File: src/rtl/pipeline_sequencer_nstage.sv
// Job sequencer for an N-stage datapath: issues TOTAL_INPUTS indices, tracks
// per-stage occupancy with bubble-collapsing backpressure, and pulses done on completion.
module pipeline_sequencer_nstage #(
  parameter int NUM_STAGES   = 3,
  parameter int TOTAL_INPUTS = 16,
  localparam int IDX_W = (TOTAL_INPUTS > 1) ? $clog2(TOTAL_INPUTS) : 1,
  localparam int CNT_W = $clog2(TOTAL_INPUTS + 1)
) (
  input  logic                  clk,
  input  logic                  rst,
  input  logic                  start,
  input  logic                  abort,
  input  logic                  src_valid,
  output logic                  src_ready,
  output logic [IDX_W-1:0]      input_index,
  output logic [NUM_STAGES-1:0] stage_en,
  output logic [NUM_STAGES-1:0] stage_valid,
  output logic                  out_valid,
  input  logic                  out_ready,
  output logic [IDX_W-1:0]      out_index,
  output logic                  busy,
  output logic                  done
);

  typedef enum logic [1:0] {IDLE, RUN, DRAIN, DONE} state_t;

  localparam logic [CNT_W-1:0] LAST_ISSUE = CNT_W'(TOTAL_INPUTS - 1);
  localparam logic [CNT_W-1:0] TOTAL      = CNT_W'(TOTAL_INPUTS);

  state_t                state, state_next;
  logic [CNT_W-1:0]      issue_cnt, retire_cnt, retire_cnt_next;
  logic [NUM_STAGES:0]   rdy;
  logic [NUM_STAGES-1:0] valid_next;
  logic [IDX_W-1:0]      tag [NUM_STAGES];
  logic                  issue, retire;

  // Ready ripples back from the output; an empty stage is always ready.
  always_comb begin : ready_chain
    logic chain;
    chain = out_ready;
    rdy   = '0;
    rdy[NUM_STAGES] = out_ready;
    for (int i = NUM_STAGES - 1; i >= 0; i--) begin
      chain  = !stage_valid[i] || chain;
      rdy[i] = chain;
    end
  end

  assign issue           = src_valid && src_ready;
  assign out_valid       = stage_valid[NUM_STAGES-1];
  assign retire          = out_valid && out_ready;
  assign retire_cnt_next = retire_cnt + CNT_W'(retire);
  assign input_index     = issue_cnt[IDX_W-1:0];
  assign out_index       = tag[NUM_STAGES-1];

  // NOTE: every output of a combinational block is assigned a default first so no latch is inferred.
  always_comb begin
    stage_en    = '0;
    stage_en[0] = issue;
    for (int i = 1; i < NUM_STAGES; i++) stage_en[i] = stage_valid[i-1] && rdy[i];
  end

  always_comb begin
    valid_next = '0;
    for (int i = 0; i < NUM_STAGES; i++)
      valid_next[i] = stage_en[i] || (stage_valid[i] && !rdy[i+1]);
  end

  // NOTE: all clocked state uses non-blocking assignments so every register samples pre-edge values.
  always_ff @(posedge clk) begin
    if (rst) state <= IDLE;
    else     state <= state_next;
  end

  always_comb begin
    state_next = state;
    case (state)
      IDLE:    if (start) state_next = RUN;
      RUN:     if (issue && issue_cnt == LAST_ISSUE) state_next = DRAIN;
      DRAIN:   if (retire_cnt_next == TOTAL && valid_next == '0) state_next = DONE;
      DONE:    state_next = IDLE;
      default: state_next = IDLE;
    endcase
    if (abort) state_next = IDLE;
  end

  always_comb begin
    src_ready = (state == RUN) && rdy[0];
    busy      = (state == RUN) || (state == DRAIN);
    done      = (state == DONE);
  end

  always_ff @(posedge clk) begin
    if (rst) begin
      stage_valid <= '0;
      issue_cnt   <= '0;
      retire_cnt  <= '0;
      // NOTE: the tag array is small and observable on out_index, so it is reset rather than left as plain storage.
      for (int i = 0; i < NUM_STAGES; i++) tag[i] <= '0;
    end else if (abort) begin
      stage_valid <= '0;
      issue_cnt   <= '0;
      retire_cnt  <= '0;
    end else begin
      stage_valid <= valid_next;
      if (state == IDLE && start) begin
        issue_cnt  <= '0;
        retire_cnt <= '0;
      end else begin
        if (issue) issue_cnt <= issue_cnt + CNT_W'(1);
        retire_cnt <= retire_cnt_next;
      end
      if (stage_en[0]) tag[0] <= input_index;
      for (int i = 1; i < NUM_STAGES; i++)
        if (stage_en[i]) tag[i] <= tag[i-1];
    end
  end

endmodule

File: config.mk
export PLATFORM = sky130hd
export DESIGN_NAME = pipeline_sequencer_nstage
export DESIGN_NICKNAME = d
export VERILOG_FILES = /design/src/rtl/pipeline_sequencer_nstage.sv
export SDC_FILE = /design/constraint.sdc
export NUM_CORES = 1
export LEC_CHECK = 0
export BUFFER_PORTS_ARGS = -buffer_cell sky130_fd_sc_hd__buf_2
export CAP_MARGIN = 15
export CORE_MARGIN = 8
export CORE_UTILIZATION = 45
export DETAILED_ROUTE_END_ITERATION = 16
export GPL_TIMING_DRIVEN = 0
export PLACE_DENSITY = 0.76
export RECOVER_POWER = 25
export SLEW_MARGIN = 20
export SYNTH_ARGS = -nofsm -noshare
export SYNTH_HDL_FRONTEND = slang
export SYNTH_SLANG_ARGS = --single-unit
File: constraint.sdc
create_clock -name clk -period 3.5 [get_ports clk]
set_input_delay 0.875 -clock clk [delete_from_list [all_inputs] [get_ports clk]]
set_output_delay 0.875 -clock clk [all_outputs]
set_load 0.02 [all_outputs]
==> results.py <==
metrics = {
    "cells_and_area": {
        "antenna_cells": 0,
        "regArea_um2": 660.6,
        "drive_above_1_share": 0.2515,
        "multiInputGateArea_um2": 625.6,
        "nNetsFinal": 179,
        "filler_cell_count": 281,
        "final_area_um2": 1584,
        "syn2layout_area_growth_pct": 13.14,
    },
    "status": {
        "status": "complete, no violations",
    },
    "worst_setup_path": {
        "crit_required_ns": 2.62,
        "reg2regPathDepth": 7,
        "rrSetupSlack_ns": 1.44,
        "cpPeakStageDelay_ns": 0.18,
        "critPathMaxFanout": 6,
        "path_buf_inv": 4,
        "criticalPathCategory": "in -> out",
        "r2r_end": "state[0]",
        "path_delay_family": "buffers and inverters",
        "worstPathCellList": "clkbuf_1 -> nand4b_1 -> nand3_1 -> inv_2 -> buf_4 -> buf_2",
        "setup.worst_path.end_class": "output pin",
        "start_kind": "primary input",
        "reg2reg_from": "stage_valid[2]",
        "arrival_ns": 1.79,
        "crit_slowest_cell": "nand3_1",
    },
    "power_and_ir_drop": {
        "power.switching_w": 0.0001316,
        "powerDensity_nw_per_um2": 335.2,
        "p_clk_frac": 0.266,
        "ir_worst_vdd_mv": 0.1497,
        "seq_power_share": 0.637,
        "power_w": 0.0005310,
        "p_int_w": 0.0003994,
        "p_sw_frac": 0.2479,
        "leakage_nw": 0.6881,
        "p_comb_frac": 0.097,
    },
    "sta": {
        "slew_headroom": 0.7090,
        "worst_pin_slew_ns": 0.4357,
        "maxSlewViolCount": 0,
        "setup_slack_ns": 0.8349,
        "max_freq_mhz": 375.2,
        "finalHoldViolations": 0,
        "period_share": 0.7615,
        "min_period_ns": 2.665,
        "setup_viol": 0,
        "rsz0062_at_grt": "no",
        "setup_tns_ns": 0,
        "fin_skew_ns": 0.002342,
    },
    "logic_synthesis": {
        "synthDistinctLibCells": 35,
        "syn-num-nets": 151,
        "async_reset_ff_frac": 0,
        "yosys-top-cells-area": "edfxtp_1 26%, dfxtp_1 21%, ha_1 8.0%",
        "ys_seq_area_frac": 0.4718,
        "synth-edff-count": 12,
        "ys_ff_latch": 27,
        "yosys_most_used_dff": "dfxtp_1",
        "synth_area_um2": 1400,
        "synth_top_area_cell": "edfxtp_1",
        "synth_top_area_share": 0.2574,
        "yosys_warnings": 0,
        "avgSynthCellArea_um2": 10.29,
        "synth_cells": 136,
    },
    "global_route": {
        "grt_pass1_vias": 946,
        "grt_pass1_wl_um": 4181,
        "antenna_found_initial": 0,
        "grt_use_total": 0.1013,
        "grt_max_degree": 17,
        "grt_remaining_overflow": 0,
    },
    "clock_tree": {
        "clock_latency_ns": 0.33,
        "cts_max_level": 1,
        "clock-sinks": 27,
        "cts_buffers": 3,
        "cts_setup_buffers": 0,
        "postCtsHoldBufs": 0,
        "clockRootBuffer": "clkbuf_4",
        "cts_tree": "done",
        "cts_resized": 0,
        "clockBufferDepth": 2,
        "cts.clk_slew.worst_paths_ns": 0.15,
    },
    "floorplanning": {
        "num_rows": 20,
        "die_h_um": 71.78,
        "io_pins": 24,
        "initial_utilization": 0.4663,
        "die_area_um2": 5152,
        "die_width_um": 71.78,
        "coreArea_um2": 3003,
    },
    "detailed_routing": {
        "wirelength_um": 2523,
        "vias": 1021,
        "first_iter_violations": 41,
        "drtAntennaViolNets": 0,
        "drc_errors": 0,
        "first_pass_iters": 4,
        "vias_per_cell": 5.209,
        "wl_per_cell_um": 12.87,
    },
    "min_path": {
        "min_path_cells": 2,
        "min_path_type": "reg -> reg",
        "min_from": "issue_cnt[4]",
        "hold_end": "issue_cnt[4]",
    },
    "place": {
        "gp_congestion": 0.8665,
        "portBuffers": 23,
        "place_hpwl_um": 1964,
        "place_area_um2": 1556,
        "dp_slack_ns": 0.8428,
    },
    "run": {
        "cap_violations": 0,
    },
}
[through the flow]
stage / utilization / std cells / hold slack (ns)
floorplan: - / 136 / 0.4713
global placement: 0.5183 / 192 / 0.4834
detailed placement: 0.5183 / 192 / 0.4868
CTS: 0.5283 / 196 / 0.5068
global route: 0.5275 / 196 / 0.5432
finish: 0.5275 / 196 / 0.5060
[worst max path at each step]
stage | from | end | cells after the start
detailed placement | out_ready | state[0] | 8
floorplan | out_ready | state[0] | 7
global route | state[1] | stage_en[0] | 6
global placement | out_ready | stage_en[0] | 6
CTS | out_ready | stage_en[0] | 6
finish | out_ready | stage_en[0] | 6
[area by class of cell]
type | instances | share of cell area
plain buffers | 12 | 0.05292
clock buffers | 3 | 0.01422
clock inverters | 1 | 0.004739
inverters | 8 | 0.01896
multi-input cells | 89 | 0.3949
flip-flops and latches | 27 | 0.4171
well taps | 33 | 0.02607
repair buffers | 23 | 0.07109
[Yosys cell counts, types with 2 or more instances]
master and instances:
nor2b_1 2, nand4b_1 3, inv_1 7, xor2_1 2
buf_4 10, xnor2_1 5, edfxtp_1 12, and3_1 3
nand3_1 5, ha_1 9, nor2_1 11, and4b_1 2
and2_1 15, nand2_1 8, dfxtp_1 15, nand4_1 2
o21bai_1 3, a21oi_1 5
[per-layer routing]
| metal | routed length [um] | vias up | track usage |
|---|---|---|---|
| met5 | 0 | - | 0 |
| met4 | 41 | 0 | 0.04762 |
| met3 | 156 | 7 | 0.02650 |
| met2 | 1046 | 31 | 0.1528 |
| met1 | 1278 | 472 | 0.1307 |
| li1 | - | 511 | - |
[cells by family (layout without fill, tap and decap cells)]
family          after synthesis  after routing  share of synthesized area
simple gates                 59             59                     0.2458
compound gates               14             14                    0.07685
xor+xnor                      7              7                    0.04379
fa+ha+maj                     9              9                    0.08043
buf+inv                      20             47                    0.08132
flops                        27             27                     0.4719
[cell usage in the layout, fill, tap and decap left out, types with 3 or more instances in the layout]
cell / synthesis / routed
nand2_1: 8 / 8
buf_2: 1 / 22
o21bai_1: 3 / 3
buf_4: 10 / 10
clkbuf_1: 1 / 3
clkbuf_4: 0 / 3
edfxtp_1: 12 / 12
a21oi_1: 5 / 5
inv_1: 7 / 7
dfxtp_1: 15 / 15
nor2_1: 11 / 11
ha_1: 9 / 9
xnor2_1: 5 / 5
nand4b_1: 3 / 3
nand3_1: 5 / 5
and2_1: 15 / 14
and3_1: 3 / 3
[worst min-delay path, stage by stage (launching register included)]
cell	delay, ns
dfxtp_1	0.34
nor2_1	0.10
a211oi_1	0.04
[power groups by stage]
stage          logic (W)  registers, W  clock network (W)
6_report       0.0000514      0.000338           0.000141
5_1_grt        0.0000564      0.000339           0.000154
4_1_cts        0.0000519      0.000339           0.000144
3_5_place_dp   0.0000517      0.000346                  0
3_3_place_gp   0.0000503      0.000345                  0
2_1_floorplan  0.0000365      0.000345                  0
[state kept, by name (all words and copies together), names as in the netlist]
name and flops:
issue_cnt 5, retire_cnt 5, stage_valid 3, tag 12
state 2
No activity file was read; power rests on OpenSTA's default activity.
